File: config.mk
export PLATFORM = sky130hd
export DESIGN_NAME = rgb_fade_sequencer
export DESIGN_NICKNAME = d
export VERILOG_FILES = /design/src/rtl/rgb_fade_sequencer.sv
export SDC_FILE = /design/constraint.sdc
export NUM_CORES = 1
export LEC_CHECK = 0
export CAP_MARGIN = 20
export CORE_ASPECT_RATIO = 0.75
export CORE_MARGIN = 10
export CORE_UTILIZATION = 35
export CTS_CLUSTER_DIAMETER = 200
export DETAILED_ROUTE_END_ITERATION = 6
export HOLD_SLACK_MARGIN = 0.05
export REMOVE_ABC_BUFFERS = 1
export SETUP_SLACK_MARGIN = 0.3
export SKIP_CTS_REPAIR_TIMING = 1
export SYNTH_ARGS = -nofsm -noshare
export SYNTH_HDL_FRONTEND = slang
export SYNTH_SLANG_ARGS = --single-unit
File: constraint.sdc
create_clock -name CLK -period 3.15 [get_ports CLK]
set_input_delay 0.63 -clock CLK [delete_from_list [all_inputs] [get_ports CLK]]
set_output_delay 0.63 -clock CLK [all_outputs]
set_load 0.01 [all_outputs]
File: src/rtl/rgb_fade_sequencer.sv
// rgb_fade_sequencer
//
// Colour sequencer placed between the manual duty registers and the three
// PWM comparators. It owns the duty values the comparators receive.
//   - Manual mode (IDLE): the duties follow MAN_* with one cycle of latency.
//   - Auto mode (RAMP/HOLD): the duties step through a fixed table of four
//     colour keyframes. Each channel moves one LSB per CE_IN tick. Each
//     keyframe is held for HOLD_TICKS ticks, and the table wraps after key 3.
//
// Ports
//   CLK, CLR                         clock, asynchronous active-low reset
//   CE_IN                            prescaler tick, one CLK wide
//   EN                               1 = auto mode, 0 = manual mode
//   STEP                             one-cycle pulse, skips to the next keyframe
//   MAN_RED/GREEN/BLUE [DUTY_W]      manual duties
//   RED/GREEN/BLUE_DUTY [DUTY_W]     registered duties to the comparators
//   KEY_IDX [2]                      current target keyframe
//   BUSY                             1 while ramping
//   AUTO                             1 while ramping or holding
//   DBG_STATE [2]                    raw FSM state: 0 IDLE, 1 RAMP, 2 HOLD
//
// Handshake note: there is no valid/ready traffic in this block. CE_IN,
// STEP and EN are level/pulse inputs, and they are sampled only on the
// rising edge of CLK. When inputs conflict, priority is EN=0 first, then
// STEP, then CE_IN.

module rgb_fade_sequencer #(
  parameter int DUTY_W     = 4,
  parameter int HOLD_TICKS = 8
) (
  input  logic              CLK,
  input  logic              CLR,
  input  logic              CE_IN,
  input  logic              EN,
  input  logic              STEP,
  input  logic [DUTY_W-1:0] MAN_RED,
  input  logic [DUTY_W-1:0] MAN_GREEN,
  input  logic [DUTY_W-1:0] MAN_BLUE,
  output logic [DUTY_W-1:0] RED_DUTY,
  output logic [DUTY_W-1:0] GREEN_DUTY,
  output logic [DUTY_W-1:0] BLUE_DUTY,
  output logic [1:0]        KEY_IDX,
  output logic              BUSY,
  output logic              AUTO,
  output logic [1:0]        DBG_STATE
);

  typedef enum logic [1:0] {
    IDLE = 2'd0,
    RAMP = 2'd1,
    HOLD = 2'd2
  } state_t;

  localparam logic [DUTY_W-1:0] FULL      = '1;
  localparam logic [DUTY_W-1:0] ONE       = DUTY_W'(1);
  // Hold finishes on the tick that would bring the count to HOLD_TICKS.
  localparam logic [7:0]        HOLD_LAST = 8'(HOLD_TICKS - 1);

  state_t            state_q, state_d;
  logic [1:0]        key_q, key_d;
  logic [7:0]        cnt_q, cnt_d;
  logic [DUTY_W-1:0] red_q, red_d;
  logic [DUTY_W-1:0] green_q, green_d;
  logic [DUTY_W-1:0] blue_q, blue_d;

  logic [DUTY_W-1:0] tgt_red, tgt_green, tgt_blue;
  logic              at_target;

  // Move one LSB toward the target. Comparing first means the value can
  // never overshoot the target or wrap around.
  function automatic logic [DUTY_W-1:0] step_toward(
    input logic [DUTY_W-1:0] cur,
    input logic [DUTY_W-1:0] tgt
  );
    if (cur < tgt)      return cur + ONE;
    else if (cur > tgt) return cur - ONE;
    else                return cur;
  endfunction

  // Keyframe table: key 0 red, key 1 green, key 2 blue, key 3 white.
  always_comb begin
    tgt_red   = (key_q == 2'd0 || key_q == 2'd3) ? FULL : '0;
    tgt_green = (key_q == 2'd1 || key_q == 2'd3) ? FULL : '0;
    tgt_blue  = (key_q == 2'd2 || key_q == 2'd3) ? FULL : '0;
  end

  assign at_target = (red_q == tgt_red) && (green_q == tgt_green) &&
                     (blue_q == tgt_blue);

  always_comb begin
    state_d = state_q;
    key_d   = key_q;
    cnt_d   = cnt_q;
    red_d   = red_q;
    green_d = green_q;
    blue_d  = blue_q;

    case (state_q)
      IDLE: begin
        red_d   = MAN_RED;
        green_d = MAN_GREEN;
        blue_d  = MAN_BLUE;
        key_d   = 2'd0;
        cnt_d   = 8'd0;
        if (EN) state_d = RAMP;
      end

      RAMP: begin
        if (!EN) begin
          state_d = IDLE;
          red_d   = MAN_RED;
          green_d = MAN_GREEN;
          blue_d  = MAN_BLUE;
          key_d   = 2'd0;
          cnt_d   = 8'd0;
        end else if (STEP) begin
          // Skip to the next keyframe; the duties stay frozen this cycle.
          key_d = key_q + 2'd1;
          cnt_d = 8'd0;
        end else if (at_target) begin
          // Covers both arrival after an update and entry already on target.
          state_d = HOLD;
          cnt_d   = 8'd0;
        end else if (CE_IN) begin
          red_d   = step_toward(red_q, tgt_red);
          green_d = step_toward(green_q, tgt_green);
          blue_d  = step_toward(blue_q, tgt_blue);
        end
      end

      HOLD: begin
        if (!EN) begin
          state_d = IDLE;
          red_d   = MAN_RED;
          green_d = MAN_GREEN;
          blue_d  = MAN_BLUE;
          key_d   = 2'd0;
          cnt_d   = 8'd0;
        end else if (STEP) begin
          state_d = RAMP;
          key_d   = key_q + 2'd1;
          cnt_d   = 8'd0;
        end else if (CE_IN) begin
          if (cnt_q == HOLD_LAST) begin
            state_d = RAMP;
            key_d   = key_q + 2'd1;
            cnt_d   = 8'd0;
          end else begin
            cnt_d = cnt_q + 8'd1;
          end
        end
      end

      default: begin
        state_d = IDLE;
      end
    endcase
  end

  always_ff @(posedge CLK or negedge CLR) begin
    if (!CLR) begin
      state_q <= IDLE;
      key_q   <= 2'd0;
      cnt_q   <= 8'd0;
      red_q   <= '0;
      green_q <= '0;
      blue_q  <= '0;
    end else begin
      state_q <= state_d;
      key_q   <= key_d;
      cnt_q   <= cnt_d;
      red_q   <= red_d;
      green_q <= green_d;
      blue_q  <= blue_d;
    end
  end

  // These are decoded straight from registers, so they change on the same
  // edge as the state register.
  assign RED_DUTY   = red_q;
  assign GREEN_DUTY = green_q;
  assign BLUE_DUTY  = blue_q;
  assign KEY_IDX    = key_q;
  assign BUSY       = (state_q == RAMP);
  assign AUTO       = (state_q == RAMP) || (state_q == HOLD);
  assign DBG_STATE  = state_q;

endmodule

# After elaboration in Yosys (flattened, before gate mapping)
# Cells that the tools add are included.
[totals]
ff_bits = 24
latch_bits = 0
mem_bits_rw = 0
rom_bits = 0
input_bits = 17
output_inout_bits = 18
wordCells = 108
mem_count = 0
[op_classes]
n_addsub = 8
n_mul = 0
div = 0
n_lt_le_gt_ge = 6
n_eq_ne = 22
n_shift = 0
muxes = 51
bitwise_logic = 0
n_reduce_logical = 15
[ops]
columns = ["cell", "n"]
rows = [
  ["2-to-1 mux 4 bit", 24],
  ["2-to-1 mux 8 bit", 7],
  ["one-hot mux 4 bit (3 select lines)", 3],
  ["2-to-1 mux 2 bit", 14],
  ["one-hot mux 8 bit (3 select lines)", 1],
  ["AND reduction 6 bit", 3],
  ["adder 4 x 1 -> 4 bit (second input constant)", 3],
  ["equality test 4 bit", 3],
  ["greater-than comparator 4 bit", 3],
  ["< comparator 4 bit", 3],
  ["!= test 3 bit (second input constant)", 4],
  ["!= test 4 x 2 -> 1 bit (second input constant)", 3],
  ["one-hot mux 2 bit (3 select lines)", 2],
  ["subtractor 4 x 1 -> 4 bit (second input constant)", 3],
  ["adder 8 x 1 -> 8 bit (second input constant)", 1],
  ["equality test 8 x 3 -> 1 bit (second input constant)", 1],
  ["!= test 4 bit (second input constant)", 2],
  ["equality test 2 bit (second input constant)", 3],
  ["AND reduction 5 bit", 1],
  ["equality test 2 x 1 -> 1 bit (second input constant)", 2],
  ["logical NOT 2 bit", 2],
  ["logical OR 1 bit", 4],
  ["!= test 2 bit (second input constant)", 2],
  ["!= test 4 x 3 -> 1 bit (second input constant)", 1],
  ["6 further kinds", 7],
]

# Depth between registers and ports, before layout
[depth]
depth_word = 11
mapped_depth = 14
ltp_nobuf = 14

# Worst setup path before layout
# No wires, ideal clock.
[synth_path]
kind = "reg-to-reg"
startpoint = "register key_q[0], in the netlist KEY_IDX[0]"
endpoint = "register green_q[3], in the netlist GREEN_DUTY[3]"
setup_ps = 76
arrival_ps = 3019
required_time_ps = 3074
setup_slack_ps = 55
stages_incl_launch_ff = 13
path_buffers = 0
synth_period_minus_slack_ps = 3095
cell_sequence = "dfrtp_1 > ha_1 > or2_1 > inv_1 > ha_1 > inv_1 > o311ai_1 > ha_1 > a21o_1 > a21oi_1 > xor2_1 > o311a_1 > o21ai_1"
[synth_between]
elab_chain_cells = 10
elab_cells_between_ends = 26
cone_classes = "order compare: 2; eq/ne: 8; mux: 9; reduce/logical: 7"
[synth_rtl]
columns = ["item", "line", "source"]
rows = [
  ["from (decl)", "60", "logic [1:0] key_q, key_d;"],
  ["from (signal assigned)", "170", "key_q <= key_d;"],
  ["equality test 2 x 1 -> 1 bit / equality test 2 bit (equally long branches)", "83, 82, 84", ""],
  ["logical OR 1 bit", "83", "tgt_green = (key_q == 2'd1 || key_q == 2'd3) ? FULL : '0;"],
  ["2-to-1 mux 4 bit", "83", ""],
  ["< comparator 4 bit", "75", "if (cur < tgt) return cur + ONE;"],
  ["2-to-1 mux 4 bit", "75", ""],
  ["2-to-1 mux 4 bit", "124", "end else if (CE_IN) begin"],
  ["2-to-1 mux 4 bit", "120", "end else if (at_target) begin"],
  ["2-to-1 mux 4 bit", "116", "end else if (STEP) begin"],
  ["2-to-1 mux 4 bit", "109", "if (!EN) begin"],
  ["one-hot mux 4 bit (3 select lines)", "98", "case (state_q)"],
  ["to (signal assigned)", "173", "green_q <= green_d;"],
  ["to (decl)", "63", "logic [DUTY_W-1:0] green_q, green_d;"],
]
# Several ways; a longest one is shown, not always the timed one. The select of a mux whose other input is x is not followed.
# A chain may end at the register's enable or synchronous reset.

# Worst setup path after layout
[layout_path]
startpoint = "register key_q[1], in the netlist KEY_IDX[1]"
endpoint = "register blue_q[3], in the netlist BLUE_DUTY[3]"
[layout_between]
elab_chain_cells = 10
elab_cells_between_ends = 26
cone_classes = "order compare: 2; eq/ne: 8; mux: 9; reduce/logical: 7"
[layout_rtl]
columns = ["item", "line", "source"]
rows = [
  ["equality test 2 bit, on equally long branches", "84, 82, 83", ""],
  ["logical OR 1 bit", "84", "tgt_blue = (key_q == 2'd2 || key_q == 2'd3) ? FULL : '0;"],
  ["2-to-1 mux 4 bit", "84", ""],
  ["< comparator 4 bit", "75", ""],
  ["2-to-1 mux 4 bit", "75", ""],
  ["2-to-1 mux 4 bit", "124", ""],
  ["2-to-1 mux 4 bit", "120", ""],
  ["2-to-1 mux 4 bit", "116", ""],
  ["2-to-1 mux 4 bit", "109", ""],
  ["one-hot mux 4 bit (3 select lines)", "98", ""],
  ["to (signal assigned)", "174", "blue_q <= blue_d;"],
  ["to (decl)", "64", "logic [DUTY_W-1:0] blue_q, blue_d;"],
]
# Several ways; a longest one is shown, not always the timed one. The select of a mux whose other input is x is not followed.

==> results.cfg <==
[timing]
fin_crit_ns = 2.81
max_slew_margin_pct = 62.8
max_freq_mhz = 356
skew_ns = 0.00354
finalMaxSlewViolations = 0
period_share_pct = 89.1
hold_violations = 0
setup_tns_ns = 0
rsz0062_at_grt = yes
tightest_slew_ns = 0.554
setup_slack_ns = 0.342
finalSetupViolCount = 0

[global_route]
grt_pass1_wl_um = 8300
antenna_found_initial = 0
grt_overflow_total = 0
grtUsageTotal_pct = 10.8
grt_pass1_vias = 1750
grt_start_max_net_pins = 25

[die]
die_w_um = 108
rows = 23
die_y_um = 85.8
dieArea_mm2 = 0.00925
start_util_pct = 37.0
pin_count = 35
coreArea_mm2 = 0.00547

[critical_path]
critPathArrivalTime_ns = 3.00
setup.worst_path.end_class = flop
crit_family = compound AO/OA/AOI/OAI gates
path_cells = ha_4 -> or2_4 -> inv_2 -> ha_4 -> nand2b_1 -> a21oi_1 -> a311o_2 -> ha_4 -> a21o_1 -> a21oi_2 -> xor2_1 -> o31a_1 -> o211ai_1
worstSetupPathType = flop to flop
cp_slowest_cell = dfrtp_2
crit_fanout = 6
crit_buf_inv = 1
critPathMaxStageDelay_ns = 0.47
required_ns = 3.34
cpMostUsedCell = ha_4
startpoint_type = flop
reg2reg_slack_ns = 0.34

[routing]
num_vias = 1762
drcViolationCount = 0
via_per_inst = 5.11
drtIter0Drc = 94
wirelength_um = 4950
first_pass_iters = 4
post_drt_wl_per_cell_um = 14.4
ant_nets = 0

[clock_network]
cts_root_buffer = clkbuf_8
clkTransAtPathRegs_ns = 0.09
cts_tree = done
cts_inserted_buffers = 3
clock_latency_ns = 0.27
clkSinkCount = 24
cts-htree-levels = 1
clock_path_buffers = 2

[hold_path]
hp-class = flop to flop

[placed_design]
post-place-ws_ns = 0.0942
place.gp.congestion = 0.776
portBuffers = 34
dp_hpwl_um = 3880

[outcome]
status = finished, final reports clean

[yosys]
synth-edff-count = 0
ys_ff_latch = 24
netlist_area_mm2 = 0.00202
ys_warn_count = 0
ys_seq_area_share_pct = 29.7
avgSynthCellArea_um2 = 8.83
synth.distinct_cells = 50
synth_cells = 229
async_flop_share_pct = 100
synth-main-ff-cell = dfrtp_1

[layout]
num_antenna_cells = 0
n_fill_cell = 539
syn2layout_area_growth_pct = 31.7
drive_gt1_share_pct = 16.7
nNetsFinal = 316
utilization_pct = 48.7

[power]
p_leak_nw = 1.11
vdd_drop_max_mv = 0.548
p_per_area_mw_per_mm2 = 999

[run]
maxCapViolCount = 0
worst min-delay path: stages (launching register included):
cell     delay, ns
dfrtp_1       0.35
o21ai_1       0.06
o21ai_1       0.06
per-layer routing:
layer,vias to the layer above,global-route usage (%),part of all wire [%],routed length (µm)
li1,902,-,-,-
met1,809,14.7,50,2490
met2,49,16.5,42,2080
met3,2,3.14,6.9,342
met4,0,2.18,0.81,40
met5,-,0,0,0
path summary, 6_finish.rpt:
| path | from | endpoint | cells past startpoint |
|---|---|---|---|
| max in group asynchronous | CLR | KEY_IDX[1] | 2 |
| hold / removal | cnt_q[7] | cnt_q[7] | 2 |
| setup / recovery | KEY_IDX[1] | BLUE_DUTY[3] | 13 |
| setup reg to reg | KEY_IDX[1] | BLUE_DUTY[3] | 13 |
| min in group asynchronous | CLR | BLUE_DUTY[1] | 2 |
| hold reg to reg | cnt_q[7] | cnt_q[7] | 2 |
state kept, by name, indices dropped and copies added, names as in the netlist:
register and flops:
BLUE_DUTY 4, KEY_IDX 2, GREEN_DUTY 4, cnt_q 8, RED_DUTY 4, DBG_STATE 2
through the flow:
stage          power, W  area [µm²]  cells  hold WS, ns
2_1_floorplan   0.00168        2000    224        0.334
3_3_place_gp    0.00222        2490    341        0.485
3_5_place_dp    0.00227        2490    341        0.493
4_1_cts         0.00247        2530    344        0.514
5_1_grt         0.00297        2670    345        0.554
6_report        0.00266        2670    345        0.508
final cells by class:
class                      count  area [µm²]  share of cell area (%)
inverter                      18        67.6                    2.54
timing repair buffer          43         412                    15.4
sequential                    24         603                    22.6
tap                           75        93.8                    3.52
clock buffer                   3        41.3                    1.55
multi-input combinational    182        1450                    54.3
cell families after synthesis:
group,share of synthesized area (%)
multiplexers,2.72
AND/OR/NAND/NOR,19.3
AO/OA/AOI/OAI,23.3
flip-flops,29.7
adder cells (fa/ha/maj),17.8
buffers and inverters,4.64
XOR/XNOR,2.60
cells in the mapped netlist, drive strengths merged, types with 3 or more instances:
library cell	instances	area, µm²
nor2b	4	25.0
o31ai	8	98.8
nand3	10	50.1
ha	24	300
xnor2	3	26.3
o21ai	18	90.1
a21oi	16	83.8
or2	3	18.8
a21o	6	45.0
and2	4	25.0
clkbuf	4	15.0
nor2	17	63.8
nor3	3	20.0
o211ai	5	37.5
inv	18	67.6
fa	3	60.1
nand2	25	101
dfrtp	24	601
xor2	3	26.3
mux2	4	45.0
cell usage in the layout, fill, tap and decap left out, drive strengths merged, types with 2 or more instances in the layout:
cell type,count
a21o,6
a21oi,16
a31oi,2
and2,4
and3,2
buf,9
clkbuf,3
clkdlybuf4s50,34
dfrtp,24
fa,3
ha,24
inv,18
mux2,4
nand2,25
nand2b,2
nand3,10
nand3b,2
nor2,17
nor2b,4
nor3,3
nor4,2
o211ai,5
o21ai,18
o31ai,8
or2,3
xnor2,3
xor2,3
report_power, final:
part | switching (W) | internal (W) | total, W
registers | 0.000172 | 0.000406 | 0.000578
clock network | 0.000100 | 0.0000857 | 0.000186
logic | 0.000927 | 0.000970 | 0.00190
total | 0.00120 | 0.00146 | 0.00266
No activity file was read; power rests on OpenSTA's default activity.
